<file path="config.mk">
export PLATFORM = sky130hd
export DESIGN_NAME = switch_mmio_reader
export DESIGN_NICKNAME = d
export VERILOG_FILES = /design/src/rtl/switch_mmio_reader.sv
export SDC_FILE = /design/constraint.sdc
export NUM_CORES = 1
export LEC_CHECK = 0
export ABC_AREA = 0
export BUFFER_PORTS_ARGS = -buffer_cell sky130_fd_sc_hd__buf_4
export CAP_MARGIN = 10
export CORE_MARGIN = 3
export CORE_UTILIZATION = 46
export DETAILED_ROUTE_END_ITERATION = 8
export GPL_ROUTABILITY_DRIVEN = 0
export PLACE_DENSITY = 0.73
export SETUP_SLACK_MARGIN = 0.1
export SLEW_MARGIN = 20
export SYNTH_ARGS = -nofsm -noshare
export SYNTH_HDL_FRONTEND = slang
export SYNTH_SLANG_ARGS = --single-unit
export TNS_END_PERCENT = 50
</file>
<file path="constraint.sdc">
create_clock -name clk -period 2.1 [get_ports clk]
set_input_delay 0.42 -clock clk [delete_from_list [all_inputs] [get_ports clk]]
set_output_delay 0.42 -clock clk [all_outputs]
set_load 0.1 [all_outputs]
</file>
<file path="src/rtl/switch_mmio_reader.sv">
`default_nettype none
// switch_mmio_reader -- debounced switch inputs with W1C edge events, change counter and IRQ,
// served as a 16-byte word window on the MEM-stage load/store bus.  Rev 1.0
module switch_mmio_reader #(
   parameter int unsigned NUM_SW          = 4,
   parameter int unsigned DEBOUNCE_CYCLES = 1000,
   parameter logic [31:0] BASE_ADDR       = 32'hFFFF_0010
) (
   input  logic              clk,
   input  logic              rst_n,
   input  logic [NUM_SW-1:0] switches,
   input  logic [31:0]       mem_addr,
   input  logic              mem_read,
   input  logic              mem_write,
   input  logic [31:0]       mem_wdata,
   output logic              rd_hit,
   output logic [31:0]       rd_data,
   output logic              irq
);
   localparam int unsigned   c_CW   = $clog2(DEBOUNCE_CYCLES + 1);
   localparam int unsigned   c_NE   = 2 * NUM_SW;
   localparam logic [c_CW-1:0] c_LAST = c_CW'(DEBOUNCE_CYCLES - 1);

   logic [NUM_SW-1:0] r_sync1;
   logic [NUM_SW-1:0] r_sync2;
   logic [NUM_SW-1:0] w_stable;
   logic [NUM_SW-1:0] w_rise;
   logic [NUM_SW-1:0] w_fall;
   logic [c_NE-1:0]   w_evt_set;
   logic [c_NE-1:0]   r_events;
   logic [c_NE-1:0]   r_irq_en;
   logic [15:0]       r_count;
   logic              w_hit;
   logic              w_wr;
   logic [1:0]        w_sel;
   logic [31:0]       w_rdata;
   logic              w_unused;

   always_ff @(posedge clk or negedge rst_n) begin
      if (!rst_n) begin
         r_sync1 <= '0;
         r_sync2 <= '0;
      end else begin
         r_sync1 <= switches;
         r_sync2 <= r_sync1;
      end
   end

   generate
      for (genvar gi = 0; gi < NUM_SW; gi++) begin : g_bit
         logic [c_CW-1:0] r_cnt;
         logic            r_stable;
         logic            w_accept;

         // Any return of sync to the stable level restarts the qualification window.
         assign w_accept = (r_sync2[gi] != r_stable) && (r_cnt == c_LAST);

         always_ff @(posedge clk or negedge rst_n) begin
            if (!rst_n) begin
               r_cnt    <= '0;
               r_stable <= 1'b0;
            end else if (r_sync2[gi] == r_stable) begin
               r_cnt <= '0;
            end else if (w_accept) begin
               r_cnt    <= '0;
               r_stable <= r_sync2[gi];
            end else begin
               r_cnt <= r_cnt + 1'b1;
            end
         end

         assign w_stable[gi] = r_stable;
         assign w_rise[gi]   = w_accept & r_sync2[gi];
         assign w_fall[gi]   = w_accept & ~r_sync2[gi];
      end
   endgenerate

   assign w_evt_set = {w_fall, w_rise};
   assign w_hit     = (mem_addr[31:4] == BASE_ADDR[31:4]);
   assign w_wr      = mem_write & w_hit;
   assign w_sel     = mem_addr[3:2];

   // New events are OR'd after the W1C mask so a same-cycle set survives the clear.
   always_ff @(posedge clk or negedge rst_n) begin
      if (!rst_n) begin
         r_events <= '0;
         r_irq_en <= '0;
         r_count  <= '0;
      end else begin
         if (w_wr && (w_sel == 2'd1)) begin
            r_events <= (r_events & ~mem_wdata[c_NE-1:0]) | w_evt_set;
         end else begin
            r_events <= r_events | w_evt_set;
         end
         if (w_wr && (w_sel == 2'd2)) begin
            r_irq_en <= mem_wdata[c_NE-1:0];
         end
         if (w_wr && (w_sel == 2'd3)) begin
            r_count <= '0;
         end else if (|w_evt_set) begin
            r_count <= r_count + 16'd1;
         end
      end
   end

   always_comb begin
      w_rdata = '0;
      case (w_sel)
         2'd0:    w_rdata[NUM_SW-1:0] = w_stable;
         2'd1:    w_rdata[c_NE-1:0]   = r_events;
         2'd2:    w_rdata[c_NE-1:0]   = r_irq_en;
         default: w_rdata[15:0]       = r_count;
      endcase
   end

   assign rd_hit   = mem_read & w_hit;
   assign rd_data  = rd_hit ? w_rdata : 32'd0;
   assign irq      = |(r_events & r_irq_en);
   assign w_unused = ^{mem_addr[1:0], mem_wdata};

endmodule
`default_nettype wire

</file>
==> flow_summary.yaml <==
cts:
  cts_made_buffers: 9
  clk_latency_ns: 0.35
  cts-htree-levels: 3
  cts_root_buf: "clkbuf_8"
  clock_path_buffers: 2
  clkTransAtPathRegs_ns: 0.08
  cts_tree: "yes"
  clock_sinks: 84
finish:
  fill_cells: 624
  drive_gt1_share_pct: 38.5
  ff_latch_area_sq_mm: 0.00210
  multi_input_area_sq_mm: 0.00237
  syn_to_final_growth_pct: 42.2
  layout_commonest_cell: "buf_4"
  final_area_sq_mm: 0.00611
  final_cell_mix: "buf_4, dfrtp_1, nor2_1"
  fin_cells: 666
  nNetsFinal: 631
  diodes: 0
yosys:
  avgSynthCellArea_sq_um: 9.98
  yosys-top-cells-area: "dfrtp_1, nor2_1, xnor2_1, nand2_1, xor2_1"
  synthDistinctLibCells: 40
  synthFlopType: "dfrtp_1"
  synthCells: 430
  yosysSeqAreaShare_pct: 49.0
  ys_ff_latch: 84
  synth-edff-count: 0
  yosys_warnings: 0
  synth_top_area_share_pct: 49.0
  syn_area_sq_mm: 0.00429
  synth_largest_area_cell: "dfrtp_1"
  synthArstFlopShare_pct: 100
critical_path:
  r2r-end: "r_count[7]"
  crit_path_max_incr_delay_ns: 0.54
  cp_num_buf_inv: 3
  r2r_cells: 5
  r2r-start: "g_bit[0].r_cnt[3]"
  cpLargestDelayFamily: "simple AND/OR/NAND/NOR gates"
  start_kind: "primary input"
  cp.arrival_ns: 2.10
  cp.depth: 8
  crit_fanout: 5
  critPathLaunch: "mem_addr[6]"
  cp_data_required_time_ns: 1.68
  crit_chain: "buf_6 > or4_4 > nor4_4 > buf_4 > and2_4 > nand2_8 > nor2_4 > buf_12"
  slowest_stage: "or4_4"
  crit_type: "in2out"
  r2r_slack_ns: 0.02
  worstSetupEndpoint: "rd_data[4]"
  cp-end-kind: "output pin"
routing:
  ant_nets: 0
  firstDrtPassIters: 4
  routedWlPerCell_microns: 15.6
  drt_wl_total_microns: 10400
  drtIter0Drc: 178
  vias_per_cell: 5.38
  via_count: 3585
  drc: 0
pwr:
  power_density_mw_per_mm2: 550
  p_leak_nw: 2.73
  ir_drop_v: 0.000342
floorplanning:
  die_w_microns: 103
  io_pins: 106
  die_h_microns: 103
  die_area_sq_mm: 0.0105
  core_area_sq_mm: 0.00889
  initial_core_util_pct: 48.3
  row_count: 34
global_route:
  grt_pass1_vias: 3454
  grt_pass1_wl_microns: 15700
  grt_max_degree: 45
  antenna_found_initial: 0
  grt_overflow: 0
  track_usage_pct: 19.2
placement:
  io_buffers: 63
  dp.cells: 636
  hpwl_microns: 7180
  post_dp_cell_area_sq_mm: 0.00524
sta:
  worst_slack_ns: -0.425
  finClkSkew_ns: 0.0149
  finalCriticalPeriod_ns: 2.52
  fmax_ghz: 0.396
  grt_setup_unrepaired: "yes"
  setup_viol: 25
  fin_crit_sh_pct: 120
  hold_viol: 0
  whs_ns: 0.176
  slew_viol_final: 0
min_path:
  hold_class: "in2reg"
outcome:
  status: "complete, but fails checks"
  violations: "negative setup slack"
job:
  maxCapViolCount: 0
## layout make-up
class | instances | share of cell area, %
multi-input combinational | 318 | 38.9
sequential | 84 | 34.4
timing repair buffer | 123 | 19.5
tap | 108 | 2.21
clock buffer | 11 | 2.15
clock inverter | 4 | 1.62
inverter | 18 | 1.17
## metal layers
layer  share of wire (%)  GRT usage [%]  routed length, microns  up-vias
met5                   0              0                       0        -
met4                 2.2           6.26                     233        0
met3                 6.2           4.33                     644       16
met2                  50           32.6                    5190      115
met1                  42           24.2                    4330     1737
li1                    -              -                       -     1717
## where the power goes
| part | leakage, nW | internal, W | switching, W | total [W] |
|---|---|---|---|---|
| Sequential | 1.02 | 0.00164 | 0.0000212 | 0.00166 |
| Combinational | 1.59 | 0.000116 | 0.000238 | 0.000354 |
| Clock | 0.114 | 0.000787 | 0.000551 | 0.00134 |
## worst register-to-register path, stage by stage, from the launching register on
cell	delay, ns
dfrtp_1	0.39
or3b_4	0.42
or4_4	0.45
a41o_4	0.30
or3_1	0.31
a21oi_1	0.14
## worst min path at each step
stage | startpoint | to | cells after the start
6_report | switches[1] | r_sync1[1] | 1
5_1_grt | switches[0] | r_sync1[0] | 1
4_1_cts | switches[1] | r_sync1[1] | 1
3_5_place_dp | rst_n | r_irq_en[7] | 1
3_3_place_gp | rst_n | r_irq_en[4] | 1
2_1_floorplan | rst_n | g_bit[0].r_cnt[0] | 0
## flip-flops by register name (all words and copies together) (netlist names)
register / flops
g_bit.r_cnt: 40
g_bit.r_stable: 4
r_count: 16
r_events: 8
r_irq_en: 8
r_sync1: 4
r_sync2: 4
## cell usage after synthesis (3+ instances only)
| library cell | count |
|---|---|
| clkbuf_1 | 7 |
| mux2_2 | 4 |
| nor4_1 | 9 |
| o21ai_0 | 24 |
| xnor2_1 | 24 |
| nor3_1 | 3 |
| dfrtp_1 | 84 |
| xor2_1 | 15 |
| buf_4 | 17 |
| or3_1 | 13 |
| or4_1 | 6 |
| nand2_1 | 35 |
| a22oi_1 | 8 |
| inv_1 | 18 |
| nor2_1 | 56 |
| or3b_1 | 4 |
| and3_1 | 18 |
| nand3_1 | 12 |
| ha_1 | 5 |
| mux2_4 | 8 |
| nand2b_1 | 3 |
| nand4_1 | 15 |
| mux4_2 | 4 |
| and2_1 | 10 |
| a21oi_1 | 13 |
## cell families after synthesis
| group | count (synthesis) | share of synthesized area (%) |
|---|---|---|
| AOI/OAI and AO/OA | 49 | 6.56 |
| adders and majority gates | 5 | 1.46 |
| xor gates and xnor gates | 39 | 7.96 |
| muxes | 17 | 6.18 |
| and+or+nand+nor | 192 | 23.5 |
| DFF | 84 | 49.0 |
| buffers and inverters | 43 | 5.28 |
| other | 1 | 0.0874 |
## per-stage QoR
stage	setup TNS, ns	util [%]	power [W]	setup WS, ns
after global placement	-16.23	58.9	0.00202	-0.588
final	-6.96	68.7	0.00336	-0.425
after CTS	-7.02	65.7	0.00337	-0.427
after global routing	-8.62	68.7	0.00350	-0.499
after floorplan	-10.60	-	0.00192	-0.574
after detailed placement	-16.87	58.9	0.00203	-0.602
## repair_timing
action | CTS | global route
hold buffers | 1 | 0
gates resized for setup | 83 | 43
buffers inserted | 3 | 9
pin swaps | 24 | 27
gates cloned | 0 | 2
setup endpoints to repair | 56 | 55
hold endpoints to repair | 11 | 0
Note: power is estimated with default switching activity, not from simulation.
